## config.mk

```make
export PLATFORM = sky130hd
export DESIGN_NAME = ge_cell
export DESIGN_NICKNAME = d
export VERILOG_FILES = /design/src/rtl/ge_cell.sv
export SDC_FILE = /design/constraint.sdc
export NUM_CORES = 1
export LEC_CHECK = 0
export BUFFER_PORTS_ARGS = -buffer_cell sky130_fd_sc_hd__buf_4
export CAP_MARGIN = 20
export CORE_AREA = 5 5 42 44
export CTS_BUF_LIST = sky130_fd_sc_hd__clkbuf_4
export DETAILED_ROUTE_END_ITERATION = 10
export DIE_AREA = 0 0 47 49
export PLACE_DENSITY_LB_ADDON = 0.05
export SETUP_SLACK_MARGIN = 0.05
export SYNTH_ARGS = -nofsm -noshare
export SYNTH_HDL_FRONTEND = slang
export SYNTH_SLANG_ARGS = --single-unit
```

## constraint.sdc

```tcl
create_clock -name clk -period 1 [get_ports clk]
set_clock_uncertainty 0.05 [all_clocks]
set_input_delay 0.1 -clock clk [delete_from_list [all_inputs] [get_ports clk]]
set_output_delay 0.1 -clock clk [all_outputs]
set_load 0.01 [all_outputs]
```

## src/rtl/ge_cell.sv

```systemverilog
// ge_cell: registered a >= b comparator (with gt/eq flags), 1-cycle latency, built from an MSB-first bit cascade.
// Define GE_CELL_SIGNED_EN to add the sgn port and a two's-complement compare mode.
module ge_cell #(
  parameter int WIDTH = 4
) (
  input  logic             clk,
  input  logic             rst_n,
`ifdef GE_CELL_SIGNED_EN
  input  logic             sgn,
`endif
  input  logic [WIDTH-1:0] a,
  input  logic [WIDTH-1:0] b,
  input  logic             in_valid,
  output logic             out,
  output logic             gt,
  output logic             eq,
  output logic             out_valid
);

  logic [1:0]       rstSync_q;
  logic             rstIntN;
  logic [WIDTH-1:0] bitGt;
  logic [WIDTH-1:0] bitEq;
  logic             gtAcc;
  logic             eqAcc;
  logic             gt_d;
  logic             eq_d;
  logic             out_d;
  logic             gt_q;
  logic             eq_q;
  logic             out_q;
  logic             outValid_q;

  // Reset asserts at once, but is released only after two clean clock edges.
  always_ff @(posedge clk or negedge rst_n) begin
    if (!rst_n) begin
      rstSync_q <= 2'b00;
    end else begin
      rstSync_q <= {rstSync_q[0], 1'b1};
    end
  end

  assign rstIntN = rstSync_q[1];

  // Per-bit cells; in signed mode the sign bit's "greater" sense is inverted.
  always_comb begin
    bitGt = a & ~b;
    bitEq = ~(a ^ b);
`ifdef GE_CELL_SIGNED_EN
    if (sgn) begin
      bitGt[WIDTH-1] = ~a[WIDTH-1] & b[WIDTH-1];
    end
`endif
    gtAcc = 1'b0;
    eqAcc = 1'b1;
    for (int i = WIDTH - 1; i >= 0; i--) begin
      gtAcc = gtAcc | (eqAcc & bitGt[i]);
      eqAcc = eqAcc & bitEq[i];
    end
    gt_d  = gtAcc;
    eq_d  = eqAcc;
    out_d = gtAcc | eqAcc;
  end

  always_ff @(posedge clk or negedge rst_n) begin
    if (!rst_n) begin
      gt_q       <= 1'b0;
      eq_q       <= 1'b0;
      out_q      <= 1'b0;
      outValid_q <= 1'b0;
    end else if (!rstIntN) begin
      gt_q       <= 1'b0;
      eq_q       <= 1'b0;
      out_q      <= 1'b0;
      outValid_q <= 1'b0;
    end else begin
      outValid_q <= in_valid;
      if (in_valid) begin
        gt_q  <= gt_d;
        eq_q  <= eq_d;
        out_q <= out_d;
      end
    end
  end

  assign out       = out_q;
  assign gt        = gt_q;
  assign eq        = eq_q;
  assign out_valid = outValid_q;

endmodule

```

# Word-level counts from Yosys, hierarchy flattened
# Cells that the tools add are included.
[op_classes]
n_eq_ne = 1
muxes = 7
bitwise_logic = 14
[ops]
columns = ["op", "n"]
rows = [
  ["4-bit NOT", 2],
  ["1-bit 2-to-1 mux", 7],
  ["1-bit AND", 6],
  ["4-bit AND", 1],
  ["1-bit OR", 4],
  ["4-bit bitwise XOR", 1],
  ["2-bit inequality test, second input constant", 1],
]
[word_totals]
register_bits = 6
in_bits = 11
output_inout_bits = 4
elab_cells = 27

# Depth between registers and ports, before layout
[depth]
ltp_word = 9
mapped_depth = 5
ltp_nobuf = 5

# Least setup slack after synthesis
# No wires, ideal clock.
[synth_path]
path_type = "in2reg"
from = "in b[3]"
to = "reg out_q (netlist: out)"
setup_ns = 0.129
arrival_ns = 0.901
required_time_ns = 0.821
slack_ns = -0.080
cell_stages = 5
path_buffers = 0
path_cell_list = "inv_1 -> ha_1 -> and4_1 -> a211oi_2 -> a21oi_1"
[synth_between]
elab_chain_cells = 9
word_cells_on_any_way = 16
cone_classes = "2 x mux; 14 x bitwise"
[synth_lines]
columns = ["item", "line_no", "text"]
rows = [
  ["start: declaration", "12", "input logic [WIDTH-1:0] b,"],
  ["4-bit bitwise XOR", "48", "bitEq = ~(a ^ b);"],
  ["4-bit NOT", "48", ""],
  ["1-bit AND (on tied branches)", "57, 58", ""],
  ["1-bit OR, or another cell as far along", "57", "gtAcc = gtAcc | (eqAcc & bitGt[i]);"],
  ["1-bit OR or 1-bit AND (tied branches)", "57", ""],
  ["1-bit OR", "57", ""],
  ["1-bit OR (*)", "62", "out_d = gtAcc | eqAcc;"],
  ["1-bit 2-to-1 mux (*)", "78", "if (in_valid) begin"],
  ["1-bit 2-to-1 mux (*)", "71", "end else if (!rstIntN) begin"],
  ["end signal: assignment", "81", "out_q <= out_d;"],
  ["end: declaration", "31", "logic out_q;"],
]
# Every way passes the cells marked *; elsewhere a longest branch is shown, timed or not. The select of a mux whose other input is x is not followed.
# A chain may end at the register's enable or synchronous reset.

# Worst setup path in the final report
[layout_path]
from = "reg gt_q (netlist: gt)"
to = "out gt"
[layout_lines]
columns = ["item", "line_no", "text"]
rows = [
  ["start: declaration", "29", "logic gt_q;"],
  ["start signal: assignment", "79", "gt_q <= gt_d;"],
  ["end: declaration", "15", "output logic gt,"],
]
# No word-level cell between the ends.

==> key figures <==
Synthesis
  – Post-synth EDFFs: 0
  – Synth Area in Adders: 16.3%
  – Synth Area in XOR/XNOR: 0%
  – Largest family of logic cells by synthesized area: adder cells
  – Avg Cell Area, Syn: 10.9 µm²
  – Cell variety after synth: 14
  – Synth cell count leaders: 6 x dfrtp_1, 5 x inv_1, 4 x ha_1, 2 x and2_1, 2 x o21ai_0
  – Area fraction in compound gates after synthesis: 11.8%
  – Primary FF master, synth: dfrtp_1
  – Synth area leaders: dfrtp_1 49%, ha_1 16%, inv_1 6.1%
  – Post-synthesis register bit count: 6
  – Mapped cell area: 307 µm²
  – Area leader, netlist: dfrtp_1
  – Post-synthesis mux area share: 3.27%
  – Synth Area in Simple Gates: 12.2%
  – Yosys warns: 0
  – Post-synth top area share: 49.0%
  – Post-Syn Nets: 43
  – Top-count cell post-synth: dfrtp_1
  – Sequential area share after synthesis: 49.0%
  – Post-synth ARST share: 100%
  – Synth Instances: 28

Floorplan
  – Initial Util: 21.9%
  – Die Ht: 49 µm
  – DIE WIDTH: 47 µm
  – Row count: 14
  – Die area: 2300 µm²
  – IO Pins: 15
  – Total core area: 1400 µm²

Status
  – Outcome: completed

Critical path
  – Crit path capture type: primary output
  – R2R Setup Slk: 0.21 ns
  – Slowest stage cell, crit path: dfrtp_1
  – Max incr delay on CP: 0.37 ns
  – Crit Reg-Reg Startpoint: eq$_DFFE_PN0P_
  – WP data required: 0.85 ns
  – Critical Path Fanout Max: 2
  – Worst setup endpoint: gt
  – Crit path buf inv count: 1
  – Cell count along the critical path: 1
  – Worst r2r path cells: 3
  – Cells along the critical path: buf_4
  – CP startpoint kind: flip-flop
  – Critical path type: flip-flop to primary output
  – CP delay by family, top: flip-flops
  – Data arrival time of the critical path: 0.75 ns
  – R2R Path End: eq$_DFFE_PN0P_
  – CP Launch Point: gt$_DFFE_PN0P_

Routing
  – DR iter-0 viols: 0
  – Via count: 265
  – Avg WL per Cell: 11.0 µm
  – Antenna viol nets, final: 0
  – DRC Markers: 0
  – DRT Wirelength: 690 µm
  – Vias per inst: 4.21
  – DR pass1 iterations: 1

Min path
  – Worst Hold Class: primary input to flip-flop

Clocking
  – # H-tree levels: 1
  – Clk_lat worst skew: 0.24 ns
  – Clk sinks: 6
  – Root Buffer: clkbuf_4
  – Total CTS buffers: 3
  – CTS tree: built
  – Clk slew on worst S/H paths: 0.04 ns
  – Deepest clock path buffer count: 2
  – Setup Fix Bufs, Post-CTS: 0

Global route
  – All-Layer GR Usage: 7.58%
  – Largest net degree at the start of global routing: 7
  – Vias in the first global route: 301
  – Global route overflow: 0
  – First-pass GRT wire length: 1190 µm
  – Initial antenna violation count: 0

Cells and area
  – Diodes inserted: 0
  – Area growth from synthesis to layout: 62.9%
  – Fraction of layout cells with a size suffix above 1: 48.9%
  – Fill count: 157
  – Final net count: 64
  – Finished Layout Cells: 63

Power
  – Pwr Total: 604 µW
  – P_leak: 0.000256 µW
  – Pint: 466 µW
  – Share of power burned in registers: 43.5%
  – NetSw: 138 µW
  – Sw Share: 22.8%
  – Pwr Density: 1210 nW/µm²
  – Clock power share: 35.8%
  – Comb pwr share: 20.7%
  – IR drop worst, VDD: 0.536 mV

Placement
  – Placed cells: 59
  – Port buffer count: 14
  – Post-detail-place hpwl: 603 µm
  – RD Place Congestion: 0.678
  – DP Worst Slack: -0.193 ns

STA
  – Crit path time final: 0.903 ns
  – Fin. Hold Viols: 0
  – Min Hold Slack: 0.0728 ns
  – RSZ-0062 raised after global routing: no
  – Setup TNS: 0 ns
  – Setup violators final: 0
  – Fin worst setup slack: 0.0966 ns
  – Tcrit/Tclk final: 90.3%
  – Fin. max-slew vios: 0
  – Fmax: 1110 MHz

Run
  – Max-cap viol count: 0
power by group through the flow:
stage	Sequential (µW)	Combinational, µW	Clock [µW]
after CTS	263	130	230
after global routing	265	143	246
after global placement	266	122	0
after detailed placement	267	126	0
after floorplan	270	48.3	0
final	263	125	216
layer usage:
layer	up-vias	global-route usage (%)	routed length, µm
li1	130	-	-
met1	121	7.17	229
met2	11	11.5	356
met3	3	2.21	74
met4	0	8.29	30
met5	-	0	0
cell usage in the layout (no fill, tap or decap):
master and instances:
nand4_1 1, dlygate4sd3_1 1, ha_1 2, inv_1 4, a21oi_1 1, dfrtp_1 6
mux2i_1 1, and4_1 1, nand2b_1 1, o21ai_0 2, a21o_2 1, buf_4 15
nor2_1 1, conb_1 1, clkbuf_4 3, inv_4 1, and2_1 2, ha_4 2
a211oi_2 1
worst min-delay path by stage:
stage | from | end | cells after the start
6_report | in_valid | out_valid$_DFF_PN0_ | 2
3_3_place_gp | rst_n | rstSync_q[0]$_DFF_PN0_ | 1
3_5_place_dp | rst_n | rstSync_q[0]$_DFF_PN0_ | 1
5_1_grt | in_valid | out_valid$_DFF_PN0_ | 2
4_1_cts | in_valid | out_valid$_DFF_PN0_ | 2
2_1_floorplan | rst_n | eq$_DFFE_PN0P_ | 0
cell families (layout without fill, tap and decap cells):
| family | Yosys count | count (layout) |
|---|---|---|
| adder cells (fa/ha/maj) | 4 | 4 |
| other | 1 | 1 |
| multiplexers | 1 | 1 |
| AO/OA/AOI/OAI | 5 | 5 |
| flip-flops | 6 | 6 |
| AND/OR/NAND/NOR | 6 | 6 |
| buffers and inverters | 5 | 24 |
registers in the layout, indices dropped and copies added (netlist names):
register / flops
out_valid: 1
out: 1
rstSync_q: 2
gt: 1
eq: 1
timing repair:
action,CTS,global route
gates resized for setup,0,0
hold buffers,1,0
setup endpoints to repair,0,1
endpoints found under the hold margin,6,0
area by class of cell:
cell class | count | area (µm²) | share of cell area [%]
Inverter | 5 | 21.3 | 4.26
Timing Repair Buffer | 16 | 123 | 24.6
Sequential cell | 6 | 150 | 30.1
Tap cell | 16 | 20.0 | 4.01
Multi-Input combinational cell | 17 | 163 | 32.6
Clock buffer | 3 | 22.5 | 4.51
through the flow:
step,util [%],area (µm²)
6_report,35.6,499
4_1_cts,35.6,499
3_5_place_dp,33.3,467
5_1_grt,35.6,499
2_1_floorplan,-,334
3_3_place_gp,33.3,467
No activity file was read; power rests on OpenSTA's default activity.
